**src/rtl/csr_file_pkg.sv**
```systemverilog
// Shared CSR operation types and the CSR address map for the writeback-stage CSR unit.
package csr_file_pkg;

  typedef enum logic [1:0] {
    CSR_WRITE_NONE = 2'd0,
    CSR_WRITE_RW   = 2'd1,
    CSR_WRITE_RS   = 2'd2,
    CSR_WRITE_RC   = 2'd3
  } csr_write_func;

  typedef enum logic {
    CSR_INPUT_RS1 = 1'b0,
    CSR_INPUT_IMM = 1'b1
  } csr_input_sel;

  typedef struct packed {
    logic          read_enable;
    logic          write_enable;
    csr_write_func write_func;
    csr_input_sel  input_select;
    logic [4:0]    imm_value;
  } csr_params;

  localparam logic [11:0] CSR_MSCRATCH     = 12'h340;
  localparam logic [11:0] CSR_SCRATCH_BASE = 12'h7C0;
  localparam logic [11:0] CSR_MCYCLE       = 12'hB00;
  localparam logic [11:0] CSR_MCYCLEH      = 12'hB80;
  localparam logic [11:0] CSR_MINSTRET     = 12'hB02;
  localparam logic [11:0] CSR_MINSTRETH    = 12'hB82;
  localparam logic [11:0] CSR_CYCLE        = 12'hC00;
  localparam logic [11:0] CSR_CYCLEH       = 12'hC80;
  localparam logic [11:0] CSR_INSTRET      = 12'hC02;
  localparam logic [11:0] CSR_INSTRETH     = 12'hC82;

  // The top two address bits encode the read-only CSR space.
  function automatic logic csr_is_read_only(input logic [11:0] addr);
    return addr[11:10] == 2'b11;
  endfunction

endpackage

```
**src/rtl/csr_file_counter.sv**
```systemverilog
// Free-running counter wider than XLEN, readable and writable one XLEN half at a time.
module csr_file_counter #(
  parameter int COUNTER_WIDTH = 64,
  parameter int XLEN          = 32
) (
  input  logic            clk,
  input  logic            reset,
  input  logic            inc_en,
  input  logic            wr_en,
  input  logic            wr_hi,
  input  logic [XLEN-1:0] wr_data,
  output logic [XLEN-1:0] rd_lo,
  output logic [XLEN-1:0] rd_hi
);

  localparam int HI_W = COUNTER_WIDTH - XLEN;

  logic [COUNTER_WIDTH-1:0] count;

  // A write replaces this cycle's increment; the unwritten half keeps its pre-increment value.
  always_ff @(posedge clk) begin
    if (reset) begin
      count <= '0;
    end else if (wr_en) begin
      if (wr_hi) begin
        count <= {wr_data[HI_W-1:0], count[XLEN-1:0]};
      end else begin
        count <= {count[COUNTER_WIDTH-1:XLEN], wr_data};
      end
    end else if (inc_en) begin
      count <= count + COUNTER_WIDTH'(1);
    end
  end

  assign rd_lo = count[XLEN-1:0];
  assign rd_hi = XLEN'(count[COUNTER_WIDTH-1:XLEN]);

endmodule

```
**src/rtl/csr_file.sv**
```systemverilog
// CSR storage and atomic read-modify-write unit with a one-entry response buffer,
// mcycle/minstret counters and a bank of custom scratch CSRs.
module csr_file
  import csr_file_pkg::*;
#(
  parameter int XLEN          = 32,
  parameter int NUM_SCRATCH   = 4,
  parameter int COUNTER_WIDTH = 64
) (
  input  logic            clk,
  input  logic            reset,
  input  logic            req_valid,
  output logic            req_ready,
  input  csr_params       req_params,
  input  logic [11:0]     req_addr,
  input  logic [XLEN-1:0] req_rs1,
  output logic            resp_valid,
  input  logic            resp_ready,
  output logic [XLEN-1:0] resp_rdata,
  output logic            resp_illegal,
  input  logic            retire
);

  localparam int IDX_W = (NUM_SCRATCH > 1) ? $clog2(NUM_SCRATCH) : 1;

  logic            accept;
  logic            mapped;
  logic            scratch_hit;
  logic [IDX_W-1:0] scratch_idx;
  logic            illegal;
  logic            do_write;
  logic [XLEN-1:0] old_val;
  logic [XLEN-1:0] src_val;
  logic [XLEN-1:0] new_val;
  logic [XLEN-1:0] rdata_next;

  logic [XLEN-1:0] mscratch;
  logic [XLEN-1:0] scratch [NUM_SCRATCH];

  logic [XLEN-1:0] mcycle_lo, mcycle_hi;
  logic [XLEN-1:0] minstret_lo, minstret_hi;
  logic            mcycle_wr, minstret_wr;

  assign req_ready = !resp_valid || resp_ready;
  assign accept    = req_valid && req_ready;

  assign scratch_hit = (req_addr[11:5] == CSR_SCRATCH_BASE[11:5]) &&
                       ({1'b0, req_addr[4:0]} < 6'(NUM_SCRATCH));
  assign scratch_idx = req_addr[IDX_W-1:0];

  // Address decode and old-value mux; counter aliases share the same storage.
  always_comb begin
    mapped  = 1'b1;
    old_val = '0;
    case (req_addr)
      CSR_MSCRATCH:              old_val = mscratch;
      CSR_MCYCLE, CSR_CYCLE:     old_val = mcycle_lo;
      CSR_MCYCLEH, CSR_CYCLEH:   old_val = mcycle_hi;
      CSR_MINSTRET, CSR_INSTRET: old_val = minstret_lo;
      CSR_MINSTRETH, CSR_INSTRETH: old_val = minstret_hi;
      default: begin
        if (scratch_hit) begin
          old_val = scratch[scratch_idx];
        end else begin
          mapped = 1'b0;
        end
      end
    endcase
  end

  assign illegal = !mapped ||
                   (req_params.write_enable && csr_is_read_only(req_addr));

  assign src_val = (req_params.input_select == CSR_INPUT_IMM) ?
                   XLEN'(req_params.imm_value) : req_rs1;

  always_comb begin
    new_val = old_val;
    case (req_params.write_func)
      CSR_WRITE_RW: new_val = src_val;
      CSR_WRITE_RS: new_val = old_val | src_val;
      CSR_WRITE_RC: new_val = old_val & ~src_val;
      default:      new_val = old_val;
    endcase
  end

  assign do_write = accept && !illegal && req_params.write_enable &&
                    (req_params.write_func != CSR_WRITE_NONE);

  assign rdata_next = (req_params.read_enable && !illegal) ? old_val : '0;

  assign mcycle_wr   = do_write && ((req_addr == CSR_MCYCLE) || (req_addr == CSR_MCYCLEH));
  assign minstret_wr = do_write && ((req_addr == CSR_MINSTRET) || (req_addr == CSR_MINSTRETH));

  csr_file_counter #(
    .COUNTER_WIDTH(COUNTER_WIDTH),
    .XLEN         (XLEN)
  ) u_mcycle (
    .clk    (clk),
    .reset  (reset),
    .inc_en (1'b1),
    .wr_en  (mcycle_wr),
    .wr_hi  (req_addr == CSR_MCYCLEH),
    .wr_data(new_val),
    .rd_lo  (mcycle_lo),
    .rd_hi  (mcycle_hi)
  );

  csr_file_counter #(
    .COUNTER_WIDTH(COUNTER_WIDTH),
    .XLEN         (XLEN)
  ) u_minstret (
    .clk    (clk),
    .reset  (reset),
    .inc_en (retire),
    .wr_en  (minstret_wr),
    .wr_hi  (req_addr == CSR_MINSTRETH),
    .wr_data(new_val),
    .rd_lo  (minstret_lo),
    .rd_hi  (minstret_hi)
  );

  always_ff @(posedge clk) begin
    if (reset) begin
      mscratch <= '0;
      for (int i = 0; i < NUM_SCRATCH; i++) begin
        scratch[i] <= '0;
      end
    end else if (do_write) begin
      if (req_addr == CSR_MSCRATCH) begin
        mscratch <= new_val;
      end
      for (int i = 0; i < NUM_SCRATCH; i++) begin
        if (scratch_hit && (scratch_idx == IDX_W'(i))) begin
          scratch[i] <= new_val;
        end
      end
    end
  end

  // A new accept overwrites the buffer even if the old response is popped in the same cycle.
  always_ff @(posedge clk) begin
    if (reset) begin
      resp_valid   <= 1'b0;
      resp_rdata   <= '0;
      resp_illegal <= 1'b0;
    end else if (accept) begin
      resp_valid   <= 1'b1;
      resp_rdata   <= rdata_next;
      resp_illegal <= illegal;
    end else if (resp_ready) begin
      resp_valid   <= 1'b0;
    end
  end

endmodule

```
**config.mk**
```make
export PLATFORM = sky130hd
export DESIGN_NAME = csr_file
export DESIGN_NICKNAME = d
export VERILOG_FILES = /design/src/rtl/csr_file_pkg.sv /design/src/rtl/csr_file_counter.sv /design/src/rtl/csr_file.sv
export SDC_FILE = /design/constraint.sdc
export NUM_CORES = 1
export LEC_CHECK = 0
export CAP_MARGIN = 20
export CORE_ASPECT_RATIO = 0.5
export CORE_MARGIN = 2
export CORE_UTILIZATION = 30
export DETAILED_ROUTE_END_ITERATION = 10
export PLACE_DENSITY = 0.55
export SLEW_MARGIN = 20
export SYNTH_ARGS = -nofsm -noshare
export SYNTH_HDL_FRONTEND = slang
export SYNTH_SLANG_ARGS = --single-unit
```
**constraint.sdc**
```tcl
create_clock -name clk -period 6.23 [get_ports clk]
set_input_delay 1.246 -clock clk [delete_from_list [all_inputs] [get_ports clk]]
set_output_delay 1.246 -clock clk [all_outputs]
set_load 0.05 [all_outputs]
```
[Yosys cells after proc, flatten, opt, wreduce, memory -nomap -nowiden]
Memory sizes are Yosys's and may differ from the RTL's.
Cells that the tools add are included.
Operators by class
  bitwise operators: 7
  reductions and logical operators: 32
  $lt $le $gt $ge: 1
  multiplexer cells: 36
  equality and inequality tests: 21
  add/subtract/negate cells: 2
Operator list (count)
  $mux 64: 5
  $mux 32: 7
  $pmux 32 s5: 1
  $add 64x1->64 const B: 2
  $eq 12x12->1 const B: 8
  $pmux 32 s3: 1
  $and 32x32->32: 1
  $not 32->32: 1
  $or 32x32->32: 1
  $mux 1: 22
  $logic_and 1x1->1: 13
  $eq 12x10->1 const B: 1
  $eq 2x2->1 const B: 5
  $reduce_or 9->1: 1
  $reduce_or 2->1: 4
  $eq 7x6->1 const B: 1
  $reduce_and 2->1: 3
  $reduce_bool 2->1: 3
  $lt 5x3->1 const B: 1
  $eq 2x1->1 const B: 2
  $logic_or 1x1->1: 4
  $ne 2x1->1 const B: 2
  $ne 2x2->1 const B: 2
  $or 1x1->1: 4
  other kinds (2): 4
Storage, ports and cells
  bits in writable memories: 128
  bits in registers: 194
  memories kept: 1
Memory list
  scratch: depth 4, width 32, read ports 1, clocked after memory_dff 0, wr ports 4, line csr_file.sv:38  | logic [XLEN-1:0] scratch [NUM_SCRATCH];

[Longest topological paths before layout]
Gate-level depths: netlist of run 1.
  depth after elaboration: 14
  depth in mapped cells: 11

[Modules after synthesis]
Synthesis of run 1 repeated with hierarchy kept, for this count alone.
Unflattened totals
  cell total of the unflattened synthesis: 2234
  area, all modules: 19329.8 um^2
By module, submodules not included
  csr_file: times used 1, sequential area each 5165.0 um^2, cells each 1128, area an instance 11028.1 um^2
  csr_file_counter at u_mcycle: times used 1, sequential area each 1281.2 um^2, cells each 558, area an instance 4284.1 um^2
  csr_file_counter at u_minstret: times used 1, sequential area each 1281.2 um^2, cells each 548, area an instance 4017.6 um^2

[Worst setup path before layout of run 1]
No wires, ideal clock.
  path type: input to register
  from: input resp_ready
  to: memory scratch[0][0], enable pin
  path buffers: 2
  data arrival time: 5319 ps
  path slack: 442 ps
  data required time: 5760 ps
  stages on the path: 7
  path through: nand2b_1 -> clkbuf_1 -> nand4_1 -> buf_2 -> a21oi_1 -> nand2_1 -> o31ai_1
RTL lines
  start: declaration: line csr_file.sv:18  | input logic resp_ready,
  end: declaration: line csr_file.sv:38

[Worst setup path in the final report of run 1]
  from: input req_addr[3]
  to: register u_mcycle.count[46]
Between the ends
  cells in the longest elaborated chain, start to end: 12
  elaborated cells on any way between the ends: 34
Ends and longest elaborated chain
  start: declaration: line csr_file.sv:15  | input logic [11:0] req_addr,
  parallel branches: the longest is 12 deep, another holds $lt 5x3->1
  end signal: assignment: line csr_file_counter.sv:26  | count <= {wr_data[HI_W-1:0], count[XLEN-1:0]};
  end signal: assignment: line csr_file_counter.sv:28  | count <= {count[COUNTER_WIDTH-1:XLEN], wr_data};
  end signal: assignment: line csr_file_counter.sv:31  | count <= count + COUNTER_WIDTH'(1);
  end: declaration: line csr_file_counter.sv:18  | logic [COUNTER_WIDTH-1:0] count;
Several ways; the timed one is not identified. The select of a mux whose other input is x is not followed.
A chain may end at the register's enable or synchronous reset.

==> results of run 1 <==
routing by layer:
metal / vias to the layer above / track usage / routed length [um]
li1: 7205 / - / -
met1: 7952 / 0.3245 / 31070
met2: 829 / 0.3203 / 28370
met3: 101 / 0.05221 / 7488
met4: 0 / 0.04638 / 1321
met5: - / 0 / 0
layout by cell type (no fill, tap or decap), types with 20 or more instances in the layout:
cell type and n:
a211oi_1 23, dfxtp_1 194, nand3_1 86, edfxtp_1 128
mux4_2 33, nand2_1 182, nor2b_1 29, xor2_1 20
clkdlybuf4s50_1 89, o22ai_1 54, nor3_1 24, o21ai_0 58
buf_4 60, xnor2_1 22, mux2i_1 41, nand4_1 40
a22oi_1 56, o211ai_1 35, clkbuf_16 36, and3_1 22
a21oi_1 89, nor2_1 252
layout make-up:
class	count	area share
multi-input combinational	1408	0.4518
inverter	17	0.003115
tap	768	0.04690
clock buffer	56	0.05069
clock inverter	7	0.002382
timing repair buffer	153	0.06791
sequential	322	0.3772
power by group:
group | internal, mW | switching [mW] | total (mW)
clock network | 1.15 | 0.909 | 2.06
registers | 2.22 | 0.0197 | 2.24
logic | 0.138 | 0.271 | 0.409
metrics by stage:
step                      instance area [sq um]  setup slack, ns    util  hold slack, ns
after floorplan                           17630           0.4416       -          0.4466
after global routing                      20490            1.713  0.3550          0.4758
final                                     20490            1.864  0.3550          0.4536
after global placement                    19400            1.424  0.3361          0.4441
after detailed placement                  19400            1.364  0.3361          0.4478
after CTS                                 20490            1.942  0.3549          0.4560
worst max-delay path: stages:
cell and delay (ns):
clkdlybuf4s50_1 0.56, nor4_2 0.75, and4_1 0.65, buf_4 0.36, a22oi_1 0.16, o211a_1 0.22, a22o_1 0.45, o22a_1 0.30
a21oi_1 0.13
Yosys cell counts, types with 9 or more instances:
master     instances
o2bb2ai_1          9
mux4_2            33
mux2i_1           41
edfxtp_1         128
a31oi_1           17
xnor2_1           22
nor2_1           253
nand4_1           40
o21a_1            19
nor3_1            24
inv_1             14
a21o_1            17
nand2_1          183
nor4_1            19
o21ai_0           58
o22ai_1           54
xor2_1            20
dfxtp_1          194
nand3_1           86
a22oi_1           56
or3_1             10
clkbuf_1          86
and4_1            12
nor2b_1           30
o31a_1             9
buf_2             39
buf_1             10
and2_1            19
o211ai_1          35
a21oi_1           89
a211oi_1          23
mux2_2            19
o31ai_1           10
and3_1            22
how the worst min path moves through the flow:
stage	start	to	slack, ns	cells past startpoint
after global routing	resp_rdata[1]	resp_rdata[1]	0.48	2
final	resp_rdata[11]	resp_rdata[11]	0.45	2
after detailed placement	resp_rdata[11]	resp_rdata[11]	0.45	2
after floorplan	mscratch[28]	mscratch[28]	0.45	2
after CTS	resp_rdata[11]	resp_rdata[11]	0.46	2
after global placement	resp_rdata[16]	resp_rdata[16]	0.44	2
logic make-up after synthesis:
family                     synth area share
adders and majority gates          0.001419
xor gates and xnor gates            0.02087
and+or+nand+nor                      0.2100
DFF                                  0.4384
muxes                               0.07886
buffers and inverters               0.03869
AOI/OAI and AO/OA                    0.2118
sequential cells by signal, indices dropped and copies added, names as in the netlist:
register / flops
mscratch: 32
u_minstret.count: 64
resp_rdata: 32
resp_illegal: 1
resp_valid: 1
u_mcycle.count: 64
scratch: 128
==> qor.txt, run 1 <==
CTS HTree Levels: 2
TNS Setup: 0 ns
Final Cycle Share: 0.7008
Final Hold Fails: 0
Arrival @ worst endpoint: 4.84 ns
Status: finished, final reports clean
Starting Density: 0.3054
DP HPWL: 48,200 um
Worst hold path type: reg2reg
Worst Reg2Reg Path Length in Cells: 8
Syn avg cell area: 9.326 sq um
Worst r2r dst: u_minstret.count[59]
Relative slew slack: 0.2523
Top cell type by total area after synthesis: dfxtp_1
Seq/Total Area, Yosys: 0.4384
Area contributors post-synth: dfxtp_1 22%, edfxtp_1 22%, nor2_1 5.4%
Total wire length: 68,250 um
Yosys warns: 0
Fraction of layout cells with a size suffix above 1: 0.1243
Critical Path Source: req_addr[3]
Die Ht: 175.4 um
Vias in the first global route: 14,770
RD Place Congestion: 0.9764
Via density per instance: 5.891
Skew-Pair Late Insertion Delay: 0.55 ns
CP Capture Point: u_mcycle.count[46]
GRT Total Usage: 0.2189
Pins Over Slew Limit: 0
Clock buffer count from CTS: 36
Yosys cell types: 99
Fin crit period: 4.366 ns
Vias: 16,090
Max Clk Rate: 229.0 MHz
Critical path class: in2reg
FP Rows: 62
Power Total: 4.703 mW
Flop-to-flop setup slack: 2.71 ns
Root buf cell: clkbuf_16
Post-CTS setup buffer count: 0
#FFs+latches synth: 322
Pwr per Cell Area: 229.5 mW/mm^2
CTS hold repair buffers: 0
Worst path required time: 6.70 ns
Clock slew at reported path FFs: 0.06 ns
CORE AREA: 0.05772 sq mm
CTS tree: built
Width of the chip: 346.8 um
Sink Count: 322
Synthesized Nets: 1,951
Number of synthesized flops with an enable pin: 128
Actual slew at the worst max-slew pin: 1.114 ns
Non-Filler Instances: 2,731
First-pass GRT wire length: 100,300 um
Post_cts resized: 0
Boundary pin count: 94
Final ANT Viol Nets: 0
Port Buffers: 93
Mapped cell area: 0.01763 sq mm
VDD IR max: 137.8 uV
Fin nets: 1,999
First drt pass iteration count: 6
MaxCap Viol Count: 0
Main flop type after synthesis: dfxtp_1
WL/cell: 24.99 um
Multi-input logic area: 0.009258 sq mm
Filler cell count: 5,902
DRC Markers: 0
Dpl cells: 2,668
FF/Latch Area: 0.007727 sq mm
Critical path fanouts, max: 20
RSZ-0062 raised after global routing: no
Cells after synthesis: 1,890
Fraction of registers with async set/reset: 0
P_leak: 6.642 nW
Initial drt markers: 1,952
Initial antenna violation count: 1
CTS Buffer Depth: 3
Final setup violation count: 0
Yosys top cell area share: 0.2203
Grt ovf: 0
Capturing element type of the critical path: flip-flop
P&R area growth vs syn: 16.23%
Die ar.: 0.06083 sq mm
CP Launch Type: input port
Pin count of the biggest net entering global routing: 73
Worst Skew: 0.01587 ns
Reg2reg start: u_minstret.count[12]
Ant diodes: 0
No activity file was read; power rests on OpenSTA's default activity.
==> run 2: changes to the inputs <==
--- a/config.mk
+++ b/config.mk
@@ -10,7 +10,7 @@
 export CORE_MARGIN = 2
 export CORE_UTILIZATION = 30
 export DETAILED_ROUTE_END_ITERATION = 10
-export PLACE_DENSITY = 0.55
+export PLACE_DENSITY = 0.56
 export SLEW_MARGIN = 20
 export SYNTH_ARGS = -nofsm -noshare
 export SYNTH_HDL_FRONTEND = slang
==> constraint.sdc (replaced) <==
create_clock -name clk -period 3.66 [get_ports clk]
set_input_delay 0.732 -clock clk [delete_from_list [all_inputs] [get_ports clk]]
set_output_delay 0.732 -clock clk [all_outputs]
set_load 0.05 [all_outputs]
==> run 2 against run 1 <==
Compared with the run above:
- sequential power grew 70%
- die area unchanged
- clock power up 84%
- flip-flop and latch count unchanged
- worst setup slack got worse by 1.5 ns
- core utilization rose by 2.5 points
- worst hold slack lost 0.0013 ns
- clock skew fell by 0.0050 ns
- combinational power rose by 92%
- clock-buffer cell count down 6
- power is 78% higher
==> qor.txt, run 2 (synthesis results as in run 1) <==
VDD IR max: 248.6 uV
P_leak: 7.420 nW
CORE AREA: 0.05772 sq mm
CP most frequent cell: buf_4
Clock buffer count from CTS: 36
Critical path fanouts, max: 20
Pins Over Slew Limit: 0
Via density per instance: 5.793
Fraction of layout cells with a size suffix above 1: 0.1775
RSZ-0062 raised after global routing: no
Die ar.: 0.06083 sq mm
Filler cell count: 5,760
P&R area growth vs syn: 24.28%
Commonest non-fill, non-tap cells in the layout: 253 x nor2_1, 194 x dfxtp_1, 182 x nand2_1, 150 x buf_4, 128 x edfxtp_1
Port Buffers: 93
Initial antenna violation count: 2
Final setup violation count: 0
Power Total: 8.379 mW
Worst Skew: 0.01088 ns
Die Ht: 175.4 um
Max Clk Rate: 303.4 MHz
Max reg flops: 128
Vias: 16,540
CTS HTree Levels: 2
Fin nets: 2,120
Crit path max-delay family: compound AO/OA/AOI/OAI gates
Capturing element type of the critical path: flip-flop
Pin count of the biggest net entering global routing: 118
Fin area: 0.02191 sq mm
Fin crit period: 3.296 ns
Grt ovf: 0
Pwr per Cell Area: 382.5 mW/mm^2
CP Launch Type: input port
Largest regs: scratch x128, u_mcycle.count x64, u_minstret.count x64
Post_cts resized: 0
Initial drt markers: 2,167
Arrival @ worst endpoint: 3.55 ns
GRT Total Usage: 0.2244
Root buf cell: clkbuf_16
WHS: 0.4523 ns
Clock slew at reported path FFs: 0.06 ns
Worst path required time: 3.92 ns
Worst hold path type: reg2reg
DP Area: 0.02069 sq mm
CTS Buffer Depth: 3
Slowest cell on crit path: o22ai_2
CTS hold repair buffers: 0
WL/cell: 24.57 um
Final Hold Fails: 0
CP peak stage delay: 0.70 ns
Critical Path, Cell by Cell: clkdlybuf4s50_1, buf_4, and3b_1, and4_1, buf_12, buf_4, a22oi_1, o2111ai_1, o22ai_2, nor2_1
Final ANT Viol Nets: 0
Final Cycle Share: 0.9005
DP HPWL: 51,070 um
Biggest register: scratch
Most common cell after layout, fill and taps aside: nor2_1
First drt pass iteration count: 5
Vias in the first global route: 15,210
Starting Density: 0.3054
FP Rows: 62
Critical path buffers and inverters: 4
Stages on worst setup path: 10
CTS tree: built
Sink Count: 322
Critical path class: in2reg
Worst Reg2Reg Path Length in Cells: 8
Post-CTS setup buffer count: 0
Hold-critical path depth: 2
Skew-Pair Late Insertion Delay: 0.54 ns
Width of the chip: 346.8 um
MaxCap Viol Count: 0
Actual slew at the worst max-slew pin: 0.8138 ns
Status: finished, final reports clean
Total wire length: 70,150 um
DRC Markers: 0
Boundary pin count: 94
RD Place Congestion: 0.9722
First-pass GRT wire length: 102,800 um
Relative slew slack: 0.4575
-- run 2: cell type report --
class | instances | area [sq um] | share of cell area
sequential | 322 | 7727 | 0.3528
antenna | 2 | 5.005 | 0.0002285
inverter | 17 | 63.81 | 0.002913
tap | 768 | 960.9 | 0.04387
clock buffer | 50 | 1015 | 0.04632
timing repair buffer | 274 | 2688 | 0.1227
clock inverter | 14 | 191.4 | 0.008739
multi-input combinational | 1408 | 9255 | 0.4225
-- run 2: metrics by stage --
stage | setup TNS (ns) | worst slack, ns | util | cells
6_report | 0 | 0.3643 | 0.3796 | 2855
5_1_grt | 0 | 0.2125 | 0.3795 | 2853
4_1_cts | 0 | 0.4440 | 0.3795 | 2853
3_5_place_dp | -0.8956 | -0.1172 | 0.3586 | 2789
3_3_place_gp | -0.7139 | -0.1226 | 0.3586 | 2789
2_1_floorplan | 0 | 0.1421 | - | 1890
-- run 2: worst paths after layout --
check	endpoint	slack [ns]	start
worst max-delay path	scratch[3][22]	0.36	req_addr[10]
worst min-delay path	resp_rdata[11]	0.45	resp_rdata[11]
worst max register to register	u_minstret.count[41]	0.54	u_minstret.count[12]
worst min register to register	resp_rdata[11]	0.45	resp_rdata[11]
-- run 2: power breakdown --
part,switching (mW),internal [mW],total (mW),leakage [nW]
Sequential,0.0345,3.77,3.80,2.94
Combinational,0.475,0.309,0.784,3.89
Clock,1.56,2.23,3.79,0.591
Total,2.06,6.31,8.38,7.42
-- run 2: per-layer routing --
| layer | wire length [um] | track usage |
|---|---|---|
| met3 | 7092 | 0.05253 |
| met4 | 1258 | 0.04601 |
| met1 | 32410 | 0.3334 |
| met5 | 0 | 0 |
| met2 | 29390 | 0.3290 |
-- run 2: tightest hold or removal path, delay by kind of cell, from the launching register on --
kind / cells / cell delay, ns
compound gates: 1 / 0.05
flops: 1 / 0.31
simple gates: 1 / 0.05
